===== src/rtl/branch_target_buffer.sv =====
`default_nettype none
// ============================================================================
// Module      : branch_target_buffer
// Description : Tagged, direct-mapped branch target buffer for the fetch
//               stage. Combinational lookup on the fetch PC, trained by the
//               branch-resolution port (allocate-on-taken, saturating
//               direction counters, per-entry clear, full flush).
// Revision    : 1.0 - initial release
// ============================================================================
module branch_target_buffer #(
    parameter int unsigned NR_ENTRIES              = 8,
    parameter int unsigned BITS_SATURATION_COUNTER = 2,
    parameter int unsigned PC_WIDTH                = 64
) (
    input  logic                clk_i,
    input  logic                rst_i,
    input  logic                flush_i,
    input  logic [PC_WIDTH-1:0] vpc_i,
    output logic                predict_valid_o,
    output logic                predict_taken_o,
    output logic [PC_WIDTH-1:0] predict_address_o,
    output logic                predict_is_lower_16_o,
    input  logic                bp_valid_i,
    input  logic [PC_WIDTH-1:0] bp_pc_i,
    input  logic [PC_WIDTH-1:0] bp_target_i,
    input  logic                bp_is_taken_i,
    input  logic                bp_is_mispredict_i,
    input  logic                bp_is_lower_16_i,
    input  logic                bp_clear_i
);

    localparam int unsigned c_IDX   = $clog2(NR_ENTRIES);
    localparam int unsigned c_TAG_W = PC_WIDTH - c_IDX - 2;
    localparam int unsigned c_B     = BITS_SATURATION_COUNTER;

    // Counter landmarks: allocation starts weakly taken, reset leaves the
    // counter weakly not-taken, and the top value saturates.
    localparam logic [c_B-1:0] c_CNT_ALLOC = c_B'(1) << (c_B - 1);
    localparam logic [c_B-1:0] c_CNT_RST   = c_CNT_ALLOC - c_B'(1);
    localparam logic [c_B-1:0] c_CNT_MAX   = '1;

    // Entry storage
    logic [NR_ENTRIES-1:0] valid_q, valid_d;
    logic [c_TAG_W-1:0]    tag_q    [NR_ENTRIES];
    logic [c_TAG_W-1:0]    tag_d    [NR_ENTRIES];
    logic [PC_WIDTH-1:0]   target_q [NR_ENTRIES];
    logic [PC_WIDTH-1:0]   target_d [NR_ENTRIES];
    logic                  lower_q  [NR_ENTRIES];
    logic                  lower_d  [NR_ENTRIES];
    logic [c_B-1:0]        cnt_q    [NR_ENTRIES];
    logic [c_B-1:0]        cnt_d    [NR_ENTRIES];

    // Index/tag split of the fetch PC and the update PC; bits [1:0] unused.
    logic [c_IDX-1:0]   w_look_idx, w_upd_idx;
    logic [c_TAG_W-1:0] w_look_tag, w_upd_tag;
    logic               w_look_hit, w_upd_hit;
    logic               w_unused;

    assign w_look_idx = vpc_i[c_IDX+1:2];
    assign w_look_tag = vpc_i[PC_WIDTH-1:c_IDX+2];
    assign w_upd_idx  = bp_pc_i[c_IDX+1:2];
    assign w_upd_tag  = bp_pc_i[PC_WIDTH-1:c_IDX+2];

    assign w_look_hit = valid_q[w_look_idx] && (tag_q[w_look_idx] == w_look_tag);
    assign w_upd_hit  = valid_q[w_upd_idx]  && (tag_q[w_upd_idx]  == w_upd_tag);

    // Mispredict flag is informational only; low PC bits never index or tag.
    assign w_unused = ^{bp_is_mispredict_i, vpc_i[1:0], bp_pc_i[1:0]};

    // Zero-latency prediction; every output is forced to 0 on a miss.
    assign predict_valid_o       = w_look_hit;
    assign predict_taken_o       = w_look_hit & cnt_q[w_look_idx][c_B-1];
    assign predict_address_o     = w_look_hit ? target_q[w_look_idx] : '0;
    assign predict_is_lower_16_o = w_look_hit & lower_q[w_look_idx];

    // Next-state: flush beats any update; clear, train-on-hit or allocate.
    always_comb begin
        valid_d  = valid_q;
        tag_d    = tag_q;
        target_d = target_q;
        lower_d  = lower_q;
        cnt_d    = cnt_q;
        if (flush_i) begin
            valid_d = '0;
        end else if (bp_valid_i) begin
            if (bp_clear_i) begin
                valid_d[w_upd_idx] = 1'b0;
            end else if (w_upd_hit) begin
                if (bp_is_taken_i) begin
                    if (cnt_q[w_upd_idx] != c_CNT_MAX) begin
                        cnt_d[w_upd_idx] = cnt_q[w_upd_idx] + c_B'(1);
                    end
                    target_d[w_upd_idx] = bp_target_i;
                    lower_d[w_upd_idx]  = bp_is_lower_16_i;
                end else if (cnt_q[w_upd_idx] != '0) begin
                    cnt_d[w_upd_idx] = cnt_q[w_upd_idx] - c_B'(1);
                end
            end else if (bp_is_taken_i) begin
                // Allocation replaces whatever occupies the slot.
                valid_d[w_upd_idx]  = 1'b1;
                tag_d[w_upd_idx]    = w_upd_tag;
                target_d[w_upd_idx] = bp_target_i;
                lower_d[w_upd_idx]  = bp_is_lower_16_i;
                cnt_d[w_upd_idx]    = c_CNT_ALLOC;
            end
        end
    end

    // State register with asynchronous reset.
    always_ff @(posedge clk_i or posedge rst_i) begin
        if (rst_i) begin
            valid_q <= '0;
            for (int i = 0; i < int'(NR_ENTRIES); i++) begin
                tag_q[i]    <= '0;
                target_q[i] <= '0;
                lower_q[i]  <= 1'b0;
                cnt_q[i]    <= c_CNT_RST;
            end
        end else begin
            valid_q  <= valid_d;
            tag_q    <= tag_d;
            target_q <= target_d;
            lower_q  <= lower_d;
            cnt_q    <= cnt_d;
        end
    end

endmodule
`default_nettype wire


===== config.mk =====
export PLATFORM = sky130hd
export DESIGN_NAME = branch_target_buffer
export DESIGN_NICKNAME = d
export VERILOG_FILES = /design/src/rtl/branch_target_buffer.sv
export SDC_FILE = /design/constraint.sdc
export NUM_CORES = 2
export LEC_CHECK = 0
export CORE_ASPECT_RATIO = 1.1
export CORE_MARGIN = 1
export CORE_UTILIZATION = 65
export DETAILED_ROUTE_END_ITERATION = 7
export PLACE_DENSITY = 0.88
export SETUP_SLACK_MARGIN = 0.05
export SLEW_MARGIN = 10
export SYNTH_ARGS = -nofsm -noshare
export SYNTH_HDL_FRONTEND = slang
export SYNTH_SLANG_ARGS = --single-unit

===== constraint.sdc =====
create_clock -name clk_i -period 79.3 [get_ports clk_i]
set_input_delay 7.93 -clock clk_i [delete_from_list [all_inputs] [get_ports clk_i]]
set_output_delay 7.93 -clock clk_i [all_outputs]
set_load 0.005 [all_outputs]

==> summary.md <==
| Metric | Value |
|---|---|
| Worst path most repeated cell | `nor4_1` |
| Area of the multi-input gates | `0.0240 mm²` |
| Resized cells post-CTS | `0` |
| Worst slew pin tran | `1.17 ns` |
| Die area | `0.0791 mm²` |
| R2R setup slack | `73.90 ns` |
| Top cell type's share of synthesized area | `49.8%` |
| Relative slew slack | `22.3%` |
| Vias in the first global route | `34344` |
| Hold Crit Start | `cnt_q[8]` |
| Pin count of the biggest net entering global routing | `127` |
| Post-synth ARST share | `100%` |
| RR Endpoint | `tag_q[444]` |
| Yosys warnings | `0` |
| Unique masters post-synth | `57` |
| Total power draw | `1.33 mW` |
| Int Pwr | `0.988 mW` |
| Worst EP required | `71.37 ns` |
| Fillers | `4599` |
| Setup crit end | `predict_address_o[14]` |
| Ranking of synthesized cells by area | `dfrtp_1 (50%), mux2_2 (22%), mux4_2 (14%)` |
| RSZ-0062 raised after global routing | `false` |
| Routed vias | `31339` |
| FP Rows | `107` |
| Total Neg Setup Slack | `0 ns` |
| P_sw | `0.343 mW` |
| Hold/Removal Path Class | `flop to flop` |
| Post-synth top flop | `dfrtp_1` |
| Initial antenna violation count | `24` |
| Clock network power share | `36.5%` |
| Drt wl/cell | `28.9 µm` |
| Final Wtd Congestion | `0.873` |
| Syn Nets | `3539` |
| Yosys reg bits | `1016` |
| Non-Filler Instances | `4581` |
| Remaining Overflow, GRT | `0` |
| Switching Fraction | `25.8%` |
| GRT Total Usage | `34.3%` |
| Crit Reg-Reg Startpoint | `tag_q[127]` |
| Worst EP arrival | `14.88 ns` |
| CTS Hold Bufs | `0` |
| Crit path launch | `vpc_i[3]` |
| Levels on crit path | `12` |
| Register share of total power | `47.6%` |
| First-pass GRT wire length | `204000 µm` |
| Vias per cell | `6.84` |
| Synth area leader | `dfrtp_1` |
| Clock Pin Slew Worst Setup and Hold Paths | `0.06 ns` |
| Number of I/O pins | `267` |
| Inst Count DP | `4378` |
| # setup viols final | `0` |
| Num CTS Buffers | `103` |
| CP max FO | `111` |
| Post-CTS setup buffers | `0` |
| DRT iter0 DRCs | `2576` |
| Layout cell share with drive strength beyond 1 | `44.4%` |
| Clock Path Buffers | `3` |
| Worst-Skew Late Latency | `0.67 ns` |
| Final worst path period need | `22.81 ns` |
| Pins Over Slew Limit | `0` |
| Post-DRT Antenna Nets | `0` |
| Core ar. | `0.0772 mm²` |
| Slowest CP cell | `nor4_1` |
| Layout Nets | `3650` |
| Flip-flop and latch area | `0.0254 mm²` |
| CP max stage delay | `0.79 ns` |
| CP Capture Type | `primary output` |
| PwrDens | `23.3 mW/mm²` |
| Sink Count | `1016` |
| TritonCTS clock tree | `yes` |
| DIE HEIGHT | `295 µm` |
| Hold Vio Cnt, Final | `0` |
| CP Cell Sequence | `buf_8 > buf_12 > buf_4 > mux4_2 > mux2i_1 > xnor2_1 > nor4_1 > nand4_1 > nor4_1 > nand3_4 > nor2_1 > clkdlybuf4s50_1` |
| Fin crit share | `28.8%` |
| CP top delay family | `simple AND/OR/NAND/NOR gates` |
| Worst R2R Path Depth | `10` |
| H-tree depth | `3` |
| Setup WS post-layout | `56.49 ns` |
| Type of the worst setup path | `input port to primary output` |
| WL final | `132000 µm` |
| Die width | `268 µm` |
| Peak supply drop | `0.0000204 V` |
| Cell Area, Synth | `0.0507 mm²` |
| Drc violations | `0` |
| Max-cap violations | `0` |
| Status | `finished, final reports clean` |
| Setup skew after layout | `0.0338 ns` |
| Initial Util | `65.6%` |
| Comb power frac | `15.9%` |
| Cells after Synth | `3337` |
| Leak | `26.2 nW` |
| Area growth syn-to-layout | `13.0%` |
| Worst Path Buf+Inv | `4` |
| CTS Root Cell | `clkbuf_16` |
| Syn Area/Cell | `15.2 µm²` |
| Commonest cells in the synthesized netlist | `dfrtp_1 (1008), mux2_2 (1008), mux4_2 (315)` |
| Post-synthesis sequential area ratio | `50.2%` |
| Hpwl dp | `80700 µm` |
| Final core occ | `74.1%` |
| Critical Path Source Type | `input port` |
| I/O Buffers | `261` |
| Max Fclk | `0.0438 GHz` |
| Post-synth EDFFs | `0` |
| Pre-CTS setup slack | `56.59 ns` |
| Router iterations before antenna repair | `5` |
==> registers in the layout (all words and copies together), names as in the netlist <==
signal,count
valid_q,8
cnt_q,16
target_q,512
lower_q,8
tag_q,472
==> stage by stage <==
step / hold slack (ns) / cell area (µm²)
detailed placement: 0.459 / 53800
global route: 0.479 / 57200
CTS: 0.469 / 57200
floorplan: 0.442 / 50700
finish: 0.471 / 57200
global placement: 0.454 / 53800
==> how the worst min path moves through the flow <==
stage	endpoint	slack [ns]	depth (start not counted)
floorplan	cnt_q[4]	0.44	2
global placement	cnt_q[8]	0.45	2
detailed placement	cnt_q[4]	0.46	2
CTS	cnt_q[4]	0.47	2
global route	cnt_q[4]	0.48	2
finish	cnt_q[8]	0.47	2
==> cell usage in the layout, fill, tap and decap left out, types with 11 or more instances in the layout <==
cell type           n
clkbuf_1           28
mux2_2           1008
clkdlybuf4s50_1   255
clkbuf_16         103
o22ai_1            16
nor2_1             78
mux2i_1           244
dfrtp_1          1008
clkinv_2           19
nor4_1             11
xnor2_1            40
clkbuf_8           24
mux4_2            315
nand4_1            19
nand2_1            27
a221oi_1           11
a21oi_1            11
xor2_1             61
a22oi_1            36
diode_2            15
buf_4              44
inv_1              13
==> layer usage <==
metal	up-vias	GRT usage, %	wire (µm)
met4	20	20.2	7230
li1	12855	-	-
met3	398	6.83	9530
met2	1375	56.4	66100
met1	16691	42.4	49300
met5	-	0	133
==> kinds of logic after synthesis <==
logic type	synth area share, %
compound gates	1.80
xor+xnor	1.75
flops	50.2
simple gates	2.03
fa+ha+maj	0.0494
mux	41.4
buf+inv	2.75
==> power by group through the flow <==
stage          logic [mW]  registers, mW  clock network (mW)
2_1_floorplan       0.158          0.624                   0
3_3_place_gp        0.199          0.629                   0
3_5_place_dp        0.210          0.640                   0
4_1_cts             0.212          0.631               0.491
5_1_grt             0.226          0.640               0.511
6_report            0.212          0.633               0.486
==> tightest hold or removal path, delay by kind of cell (launching register included) <==
family	cells	cell delay, ns
flops	1	0.37
compound gates	1	0.05
buf+inv	1	0.04
==> final cells by class <==
cell class	count	area share (%)
Antenna cell	15	0.0656
Inverter	16	0.118
Tap cell	1035	2.26
Multi-Input combinational cell	2005	42.0
Timing Repair Buffer	306	5.24
Clock inverter	35	0.708
Sequential cell	1016	44.4
Clock buffer	153	5.22
(Power assumes the default switching activity.)
